--- src/rtl/skolem_chk_pkg.sv ---
// Shared types and arithmetic helpers for the Skolem witness checkers.
// Helpers work on values sign-extended to MAXW bits.
package skolem_chk_pkg;

    localparam int MAXW = 32;

    typedef enum logic [2:0] {
        IDLE,
        DRIVE,
        SAMPLE,
        REPORT,
        DONE
    } state_t;

    // A sign-extended W-bit value shifted by W-1 or more is already
    // all sign bits, so clamping only matters at the container width.
    function automatic logic signed [MAXW-1:0] sra_sat(
        input logic signed [MAXW-1:0] x,
        input logic [MAXW-1:0]        s
    );
        logic signed [MAXW-1:0] r;
        if (s >= MAXW)
            r = x >>> (MAXW - 1);
        else
            r = x >>> s;
        return r;
    endfunction

    function automatic logic slt(
        input logic signed [MAXW-1:0] a,
        input logic signed [MAXW-1:0] b
    );
        return a < b;
    endfunction

endpackage

--- src/rtl/skolem_pair_eval.sv ---
// Combinational bvslt/bvashr check of one (s, t, x) triple.
// Ports: s, t, x in; ic, sat, fail out.
module skolem_pair_eval
    import skolem_chk_pkg::*;
#(
    parameter int W = 4
) (
    input  logic [W-1:0] s,
    input  logic [W-1:0] t,
    input  logic [W-1:0] x,
    output logic         ic,
    output logic         sat,
    output logic         fail
);

    logic [MAXW-1:0]        sz;
    logic signed [MAXW-1:0] mine;
    logic signed [MAXW-1:0] te;
    logic signed [MAXW-1:0] xe;

    assign sz   = MAXW'(s);
    assign mine = {{(MAXW-W+1){1'b1}}, {(W-1){1'b0}}};
    assign te   = {{(MAXW-W){t[W-1]}}, t};
    assign xe   = {{(MAXW-W){x[W-1]}}, x};

    assign ic   = slt(sra_sat(mine, sz), te);
    assign sat  = slt(sra_sat(xe, sz), te);
    assign fail = ic && !sat;

endmodule

--- config.mk ---
export PLATFORM = sky130hd
export DESIGN_NAME = skolem_pair_eval
export DESIGN_NICKNAME = d
export VERILOG_FILES = /design/src/rtl/skolem_chk_pkg.sv /design/src/rtl/skolem_pair_eval.sv
export SDC_FILE = /design/constraint.sdc
export NUM_CORES = 1
export LEC_CHECK = 0
export BUFFER_PORTS_ARGS = -buffer_cell sky130_fd_sc_hd__buf_2
export CAP_MARGIN = 20
export CORE_AREA = 10 10 47 49
export DETAILED_ROUTE_END_ITERATION = 10
export DIE_AREA = 0 0 57 59
export MAX_ROUTING_LAYER = met4
export PLACE_DENSITY = 0.46
export REMOVE_ABC_BUFFERS = 1
export SYNTH_ARGS = -nofsm -noshare
export SYNTH_HDL_FRONTEND = slang
export SYNTH_SLANG_ARGS = --single-unit
export TNS_END_PERCENT = 10
--- constraint.sdc ---
create_clock -name vclk -period 2.8
set_input_delay 0.28 -clock vclk [all_inputs]
set_output_delay 0.28 -clock vclk [all_outputs]
set_load 0.01 [all_outputs]
After elaboration in Yosys (flattened, before gate mapping)
Cells that the tools add are included.
{"block": "totals", "out_inout_bits": 3, "wordCells": 9, "in_bits": 12, "reg_bits": 0}
{"block": "classes", "shift": 2, "magnitude_cmp": 3, "reduce_logical": 2, "n_mux": 2}
{"cell": "$lt 32x4->1", "count": 2}
{"cell": "$mux 32", "count": 2}
{"cell": "$sshr 4x4->32", "count": 1}
{"cell": "$sshr 4x4->32 const A", "count": 1}
{"cell": "$ge 4x6->1 const B", "count": 1}
{"cell": "$logic_and 1x1->1", "count": 1}
{"cell": "$logic_not 1->1", "count": 1}

Longest topological paths before layout
Gate-level depths: netlist of run 1.
{"block": "depth", "word_depth": 5, "depth_mapped": 8, "ltp_nobuf": 8}

Least setup slack after synthesis of run 1
Ideal clock, no wire load.
{"block": "synth_timing", "kind": "input to output", "start": "input s[1]", "end": "output fail", "stages": 8, "path_buffers": 0, "slack_ns": 0.544, "t_arrival_ns": 1.976, "path_cell_list": "or3_4 or2_4 mux2_2 ha_1 nor3b_1 nand3b_1 o21ai_2 a21oi_2"}
{"block": "synth_via", "elab_chain_cells": 5, "elab_cells_between_ends": 9, "classes_between": "order compare (3); shift (2); mux (2); reduce/logical (2)"}
{"item": "start, declared", "line": "skolem_pair_eval.sv:8", "source": "input logic [W-1:0] s,"}
{"item": "$ge 4x6->1 / $sshr 4x4->32 (equally long branches)", "line": "skolem_chk_pkg.sv:22, skolem_chk_pkg.sv:25"}
{"item": "$mux 32 *", "line": "skolem_chk_pkg.sv:22", "source": "if (s >= MAXW)"}
{"item": "$lt 32x4->1 *", "line": "skolem_chk_pkg.sv:33", "source": "return a < b;"}
{"item": "via sat", "line": "skolem_pair_eval.sv:12", "source": "output logic sat,"}
{"item": "$logic_not 1->1 *", "line": "skolem_pair_eval.sv:28", "source": "assign fail = ic && !sat;"}
{"item": "$logic_and 1x1->1 *", "line": "skolem_pair_eval.sv:28"}
{"item": "end, declared", "line": "skolem_pair_eval.sv:13", "source": "output logic fail"}
Mark *: on every way through the listed nets, which the timed path passes. The rest lies on a longest branch.

Worst setup path in the final report of run 1
{"block": "layout_timing", "start": "input s[1]", "end": "output fail"}
{"block": "layout_via", "elab_chain_cells": 5, "elab_cells_between_ends": 9, "classes_between": "order compare (3); shift (2); mux (2); reduce/logical (2)"}
{"item": "$ge 4x6->1 / $sshr 4x4->32 (equally long branches)", "line": "skolem_chk_pkg.sv:22, skolem_chk_pkg.sv:25"}
{"item": "$mux 32", "line": "skolem_chk_pkg.sv:22"}
{"item": "$lt 32x4->1", "line": "skolem_chk_pkg.sv:33"}
{"item": "$logic_not 1->1", "line": "skolem_pair_eval.sv:28"}
{"item": "$logic_and 1x1->1 *", "line": "skolem_pair_eval.sv:28"}
Every way passes the cells marked *; elsewhere a longest branch is shown, timed or not.

==> summary by stage, run 1 <==
Status
The run finished with clean final reports.

Cells and area
Of the cells placed in the final design, the portion with a size suffix greater than 1 is just under 50%. The sequential cell area is 0 um2. The final core utilization is between 20% and 30%. The repair_antennas step left the layout with diodes totalling 0.

In the final layout, the multi-input gates occupy 234 um2. The number of flip-flops and latches is 0. Leaving out fill and tap cells, the most frequent cell in the layout is buf_2. Relative to the synthesized area, the layout overhead comes to 38.8%.

The library cells used most frequently in the layout, excluding fill and tap cells, are buf_2, ha_1, nor2_1. Fill cells in the final layout number approximately 180. The non-filler instance count after layout is 61. The count of nets after finishing is 64. The layout has 0 clock buffers.

GRT
The routing layer with the top usage in global route is met2. The met1 layer usage reported by global route is under 10%. The initial antenna violation count is 0. In the global route stage, met3 resource usage came out at less than 1%. The met2 global-route usage is 6.51%. The total routing resource utilization after global routing is approximately 3.6%. Entering global routing, the biggest net connects 6 pins. Global routing finished with a remaining overflow of 0. The global-route wire length before repair is between 1 and 1.5 mm. The via count of the first global-routing pass is 265.

Synthesis
Sequential elements use 0% of the synthesized area. Synthesis instantiated 20 different standard cells from the library. The synthesized area is around 250 um2.

The synthesis warning total is 0. A synthesized cell averages a little over 8 um2. After technology mapping, the gate count stands at 30.

Routing
The detailed router placed around 250 vias in this run. The detailed router finished its first iteration with 2 violations. For this run, design rule violations remaining after detail routing come to 0. The number of optimization iterations in the first detailed-route pass is 2. In the final routed layout, each cell accounts on average for between 10 and 15 um. Wires add up to 624 um. The post-detailed-route via-to-cell ratio is 4.15.

The number of routed nets with antenna violations is 0.

Power
The leakage power total is approximately 0.18 nW. The power per cell area is 156 nW/um2. IR analysis of the VDD net gives a maximum drop of 23.9 uV.

Clocking
The number of setup buffers added after CTS is 0. The hold buffer count at CTS is 0. The number of gates resized after CTS was 0.

Placed design
The number of buffers added on ports is 15. The half-perimeter wire length after detailed placement is between 500 and 600 um. Routability-driven placement finished with a final weighted congestion of ~0.68.

After detailed placement, the design holds a cell count of between 60 and 70.

STA
The number of hold-slack violations in the final timing report is 0. The headroom to the max-slew limit is a little over four fifths. Setup violations remaining at the end of the flow were counted as 0. Derived from the worst setup path, the maximum achievable clock frequency is roughly 400 MHz. Summed over all failing endpoints, the final setup total negative slack is 0 ns. The count of final max-slew check failures is 0. Setup repair after global routing left no endpoint under its margin. The final critical path takes up between 80% and 90% of the cycle.

Subtracting the final worst setup slack from the clock period gives approximately 2.5 ns. For the pin with the worst max-slew slack, the measured transition is 0.241 ns.

Critical path
By startpoint and endpoint, the worst setup path is classified as primary input to output port. The signal on the critical path passes through buf_2 -> or3_4 -> or2_4 -> mux2_2 -> ha_1 -> nor3b_1 -> nand3b_1 -> o21ai_2 -> a21oi_2 -> buf_2. The number of buffers and inverters on the critical path is 2. The data arrival time of the worst path is around 2.2 ns. STA puts the critical path data required time at 2.52 ns. The worst setup path is captured at an output port. The biggest cell delay along the critical path is ~0.4 ns. The family of cells with the greatest summed delay on the critical path is simple AND/OR/NAND/NOR gates. Along the worst path, the maximum fanout reaches 4. The most frequent cell on the critical path is buf_2.

For this design, the slowest cell found on the critical path is or3_4. The worst setup path is launched from a primary input.

Die
The die extent in x is between 50 and 60 um. The area of the core is 1400 um2. The floorplan step defined a die boundary enclosing ~3400 um2.

The floorplan has 14 rows. The count of boundary I/O pins is 15. The height of the die is 59 um. The starting density of the core is ~17%.

Hold path
The kind of path behind the tightest hold check is primary input to output port.

Run
The number of maximum-capacitance constraint violations is 0.
metrics by stage:
stage	instance area [um2]	hold slack, ns	setup slack (ns)	power (W)
2_1_floorplan	245	0.724	0.544	0.0000330
3_3_place_gp	340	0.966	0.271	0.0000547
3_5_place_dp	340	0.965	0.271	0.0000542
4_1_cts	340	0.966	0.266	0.0000546
5_1_grt	340	0.998	0.134	0.0000613
6_report	340	0.960	0.306	0.0000532
power by group:
part | switching (W) | total, W | internal [W]
logic | 0.0000254 | 0.0000532 | 0.0000279
clock network | 0 | 0 | 0
registers | 0 | 0 | 0
total | 0.0000254 | 0.0000532 | 0.0000279
worst min-delay path: stages:
cell and delay, ns:
buf_2 0.09, inv_1 0.06, nor2_1 0.06, nand2_1 0.06, buf_2 0.12
cell type report:
cell class	instances	area share (%)
multi-input cells	27	68.7
repair buffers	15	22.1
well taps	16	5.88
inverters	3	3.31
layer usage:
| layer | routed length, um | vias up |
|---|---|---|
| met5 | 0 | - |
| met4 | 0 | 0 |
| met3 | 13 | 0 |
| met2 | 328 | 5 |
| met1 | 282 | 108 |
| li1 | - | 140 |
synthesized netlist by cell type (all sizes together), types with 2 or more instances:
cell | number | area share [%]
inv | 3 | 4.6
nor2 | 4 | 6.1
mux2 | 2 | 11
o21ai | 2 | 5.6
nand2 | 2 | 3.1
ha | 5 | 26
a21oi | 2 | 5.6
worst paths after layout:
check	start	end	slack, ns	depth (start not counted)
max	s[1]	fail	0.31	10
min	t[3]	ic	0.96	5
logic make-up after synthesis:
family	after synthesis	synth area share, %
adders and majority gates	5	25.5
and+or+nand+nor	12	28.1
buffers and inverters	3	4.59
muxes	4	24.0
AOI/OAI and AO/OA	6	17.9
Note: power is estimated with default switching activity, not from simulation.
==> run 2: changes to the inputs <==
--- a/config.mk
+++ b/config.mk
@@ -11,7 +11,6 @@
 export DETAILED_ROUTE_END_ITERATION = 10
 export DIE_AREA = 0 0 57 59
 export MAX_ROUTING_LAYER = met4
-export PLACE_DENSITY = 0.46
 export REMOVE_ABC_BUFFERS = 1
 export SYNTH_ARGS = -nofsm -noshare
 export SYNTH_HDL_FRONTEND = slang
==> run 2 against run 1 <==
Against the previous run:
- combinational power up 1%
- clock-buffer cell count unchanged
- worst hold slack better by 0.011 ns
- global-route usage up 0.48 points
- final area unchanged
- first-iteration DRC count unchanged
- utilization unchanged
- wire length up 8.5%
- sequential share of layout area unchanged
- critical path type unchanged
- highest routed layer unchanged
==> summary by stage, run 2 (same netlist as run 1, synthesis figures left out) <==
Clocking
The number of resized instances in the post-cts repair step is 0 (unchanged). The hold buffer count at CTS came to 0 (unchanged). The number of setup buffers added after CTS is 0 (unchanged).

Die
The starting density of the core is 17.5% (unchanged). The count of boundary I/O pins came to 15 (unchanged). The height of the die is 59 um (unchanged). The die extent in x was 57 um (unchanged). The row count is 14 (unchanged). The area of the core came to 1400 um2 (unchanged).

The floorplan die area is 3360 um2 (unchanged).

STA
The clock period minus worst slack is 2.49 ns (about the same). The post-route fraction of the period consumed by the critical path came to 89.1% (about the same). The slew at the pin closest to its max-slew limit is 0.234 ns (was 0.241 ns).

The headroom to the max-slew limit is 84.4% (was 83.9%). The final setup violation count was 0 (unchanged). Unrepaired setup endpoints after global routing: false (unchanged). The count of final max-slew check failures was 0 (unchanged). The total negative setup slack came to 0 ns (unchanged). The worst hold margin came to 0.971 ns (was 0.960 ns). The highest attainable clock frequency is 401 MHz (about the same). The number of hold-slack violations in the final timing report was 0 (unchanged).

Power
The worst vdd rail ir drop was 38.3 uV (was 23.9 uV). The sequential fraction of design power is 0% (about the same). The internal portion of total power is 0.0000279 W (about the same).

The power per cell area is 158 nW/um2 (was 156 nW/um2). The switching power of the nets is 0.0000259 W (was 0.0000254 W). The combinational cell fraction of total power is 100.0% (about the same). The part of the power in the clock network came to 0% (about the same). The overall power after layout came to 0.0000538 W (was 0.0000532 W).

The switching power as a share of total power came to 48.1% (was 47.7%). The leakage power total came to 0.177 nW (unchanged).

Critical path
The biggest cell delay along the critical path is 0.40 ns (about the same). The largest fanout on the critical path was 4 (unchanged). The number of buffers and inverters on the critical path is 2 (unchanged). The family of cells with the greatest summed delay on the critical path was simple AND/OR/NAND/NOR gates (unchanged). Cell chain of the critical path: buf_2 -> or3_4 -> or2_4 -> mux2_2 -> ha_1 -> nor3b_1 -> nand3b_1 -> o21ai_2 -> a21oi_2 -> buf_2 (unchanged). The most frequent cell on the critical path is buf_2 (unchanged).

The highest-delay cell along the critical path is or3_4 (unchanged). The category of the critical setup timing path is primary input to output port (unchanged). The element type at the critical path end is an output port (unchanged). The data arrival time of the worst path is 2.21 ns (about the same). The required time of the critical path is 2.52 ns (about the same). The kind of launch point of the worst setup path is a primary input (unchanged).

Routing
The detailed router's first-iteration violation count was 2 (unchanged). The number of routed nets with antenna violations came to 0 (unchanged). The total detailed-routing wirelength came to 677 um (was 624 um). The routed length on met1 is 353 um (was 282 um).

The sum of met2 wire segment lengths after detailed routing is 305 um (was 328 um). The post-detailed-route via-to-cell ratio is 4.10 (was 4.15). The routed wire length on met3 is 19 um (was 13 um). The detail-routed net length per standard cell came to 11.1 um (was 10.2 um). The number of optimization iterations in the first detailed-route pass is 3 (was 2). The highest routing layer actually used is met3 (unchanged). The number of vias after detailed routing is 250 (was 253). The detailed-route DRC error count is 0 (unchanged).

Cells and area
The non-filler instance count after layout was 61 (unchanged). The number of antenna diodes came to 0 (unchanged). The relative area change from synthesis to final layout is 38.8% (unchanged). The proportion of layout cells with a drive suffix above 1 is 48.9% (unchanged). The number of clock-tree buffers in the layout came to 0 (unchanged). Most frequent cells in the layout: buf_2, ha_1, nor2_1 (unchanged). The count of nets after finishing came to 64 (unchanged). The leading cell type in the layout, fill and taps excluded was buf_2 (unchanged). The number of flip-flops and latches is 0 (unchanged).

The sequential cell area is 0 um2 (unchanged).

GRT
The largest net degree at the start of global routing was 6 (unchanged). The initial antenna violation count is 0 (unchanged). The total routing resource utilization after global routing is 4.08% (was 3.60%). The total congestion overflow after global routing is 0 (unchanged). The global-route wire length before repair was 1.20 mm (was 1.07 mm). The via count of the first global-routing pass is 304 (was 265).

Placed design
The number of instances in the placed design came to 61 (unchanged). The global placement routability congestion was 0.745 (was 0.676). The half-perimeter wire length after detailed placement is 632 um (was 595 um).

The number of buffers added on ports is 15 (unchanged).

Hold path
The hold path startpoint is t[3] (unchanged). The cell depth of the worst min-delay path is 5 (unchanged). The kind of path behind the tightest hold check is primary input to output port (unchanged). The terminating pin of the worst hold path is ic (unchanged).

Status
Status: completed (unchanged).

Run
The number of maximum-capacitance constraint violations came to 0 (unchanged).
==> run 2: cell type report <==
type                            instances  area (um2)
Timing Repair Buffer                   15        75.1
Multi-Input combinational cell         27         234
Inverter                                3        11.3
Tap cell                               16        20.0
Fill cell                             164        1060
==> run 2: routing by layer <==
metal	up-vias	GRT usage, %
li1	140	-
met1	101	5.43
met2	9	6.98
met3	0	0.215
met4	0	0
met5	-	-
==> run 2: how the worst max path moves through the flow <==
stage,startpoint,depth (start not counted),end
floorplan,s[1],8,fail
global placement,s[1],10,fail
detailed placement,s[1],10,fail
CTS,s[1],10,fail
global route,s[1],10,fail
finish,s[1],10,fail
==> run 2: power by group through the flow <==
stage / Clock [W] / Sequential, W / Combinational (W)
finish: 0 / 0 / 0.0000538
global route: 0 / 0 / 0.0000623
CTS: 0 / 0 / 0.0000549
detailed placement: 0 / 0 / 0.0000543
global placement: 0 / 0 / 0.0000540
floorplan: 0 / 0 / 0.0000330
==> run 2: per-stage QoR <==
| step | worst slack, ns | utilization (%) | area, um2 |
|---|---|---|---|
| after global routing | 0.0931 | 24.3 | 340 |
| after detailed placement | 0.288 | 24.3 | 340 |
| after global placement | 0.303 | 24.3 | 340 |
| after CTS | 0.284 | 24.3 | 340 |
| final | 0.305 | 24.3 | 340 |
| after floorplan | 0.544 | - | 245 |
==> run 2: worst min-delay path: stages <==
cell     delay, ns
buf_2         0.10
inv_1         0.07
nor2_1        0.07
nand2_1       0.06
buf_2         0.12
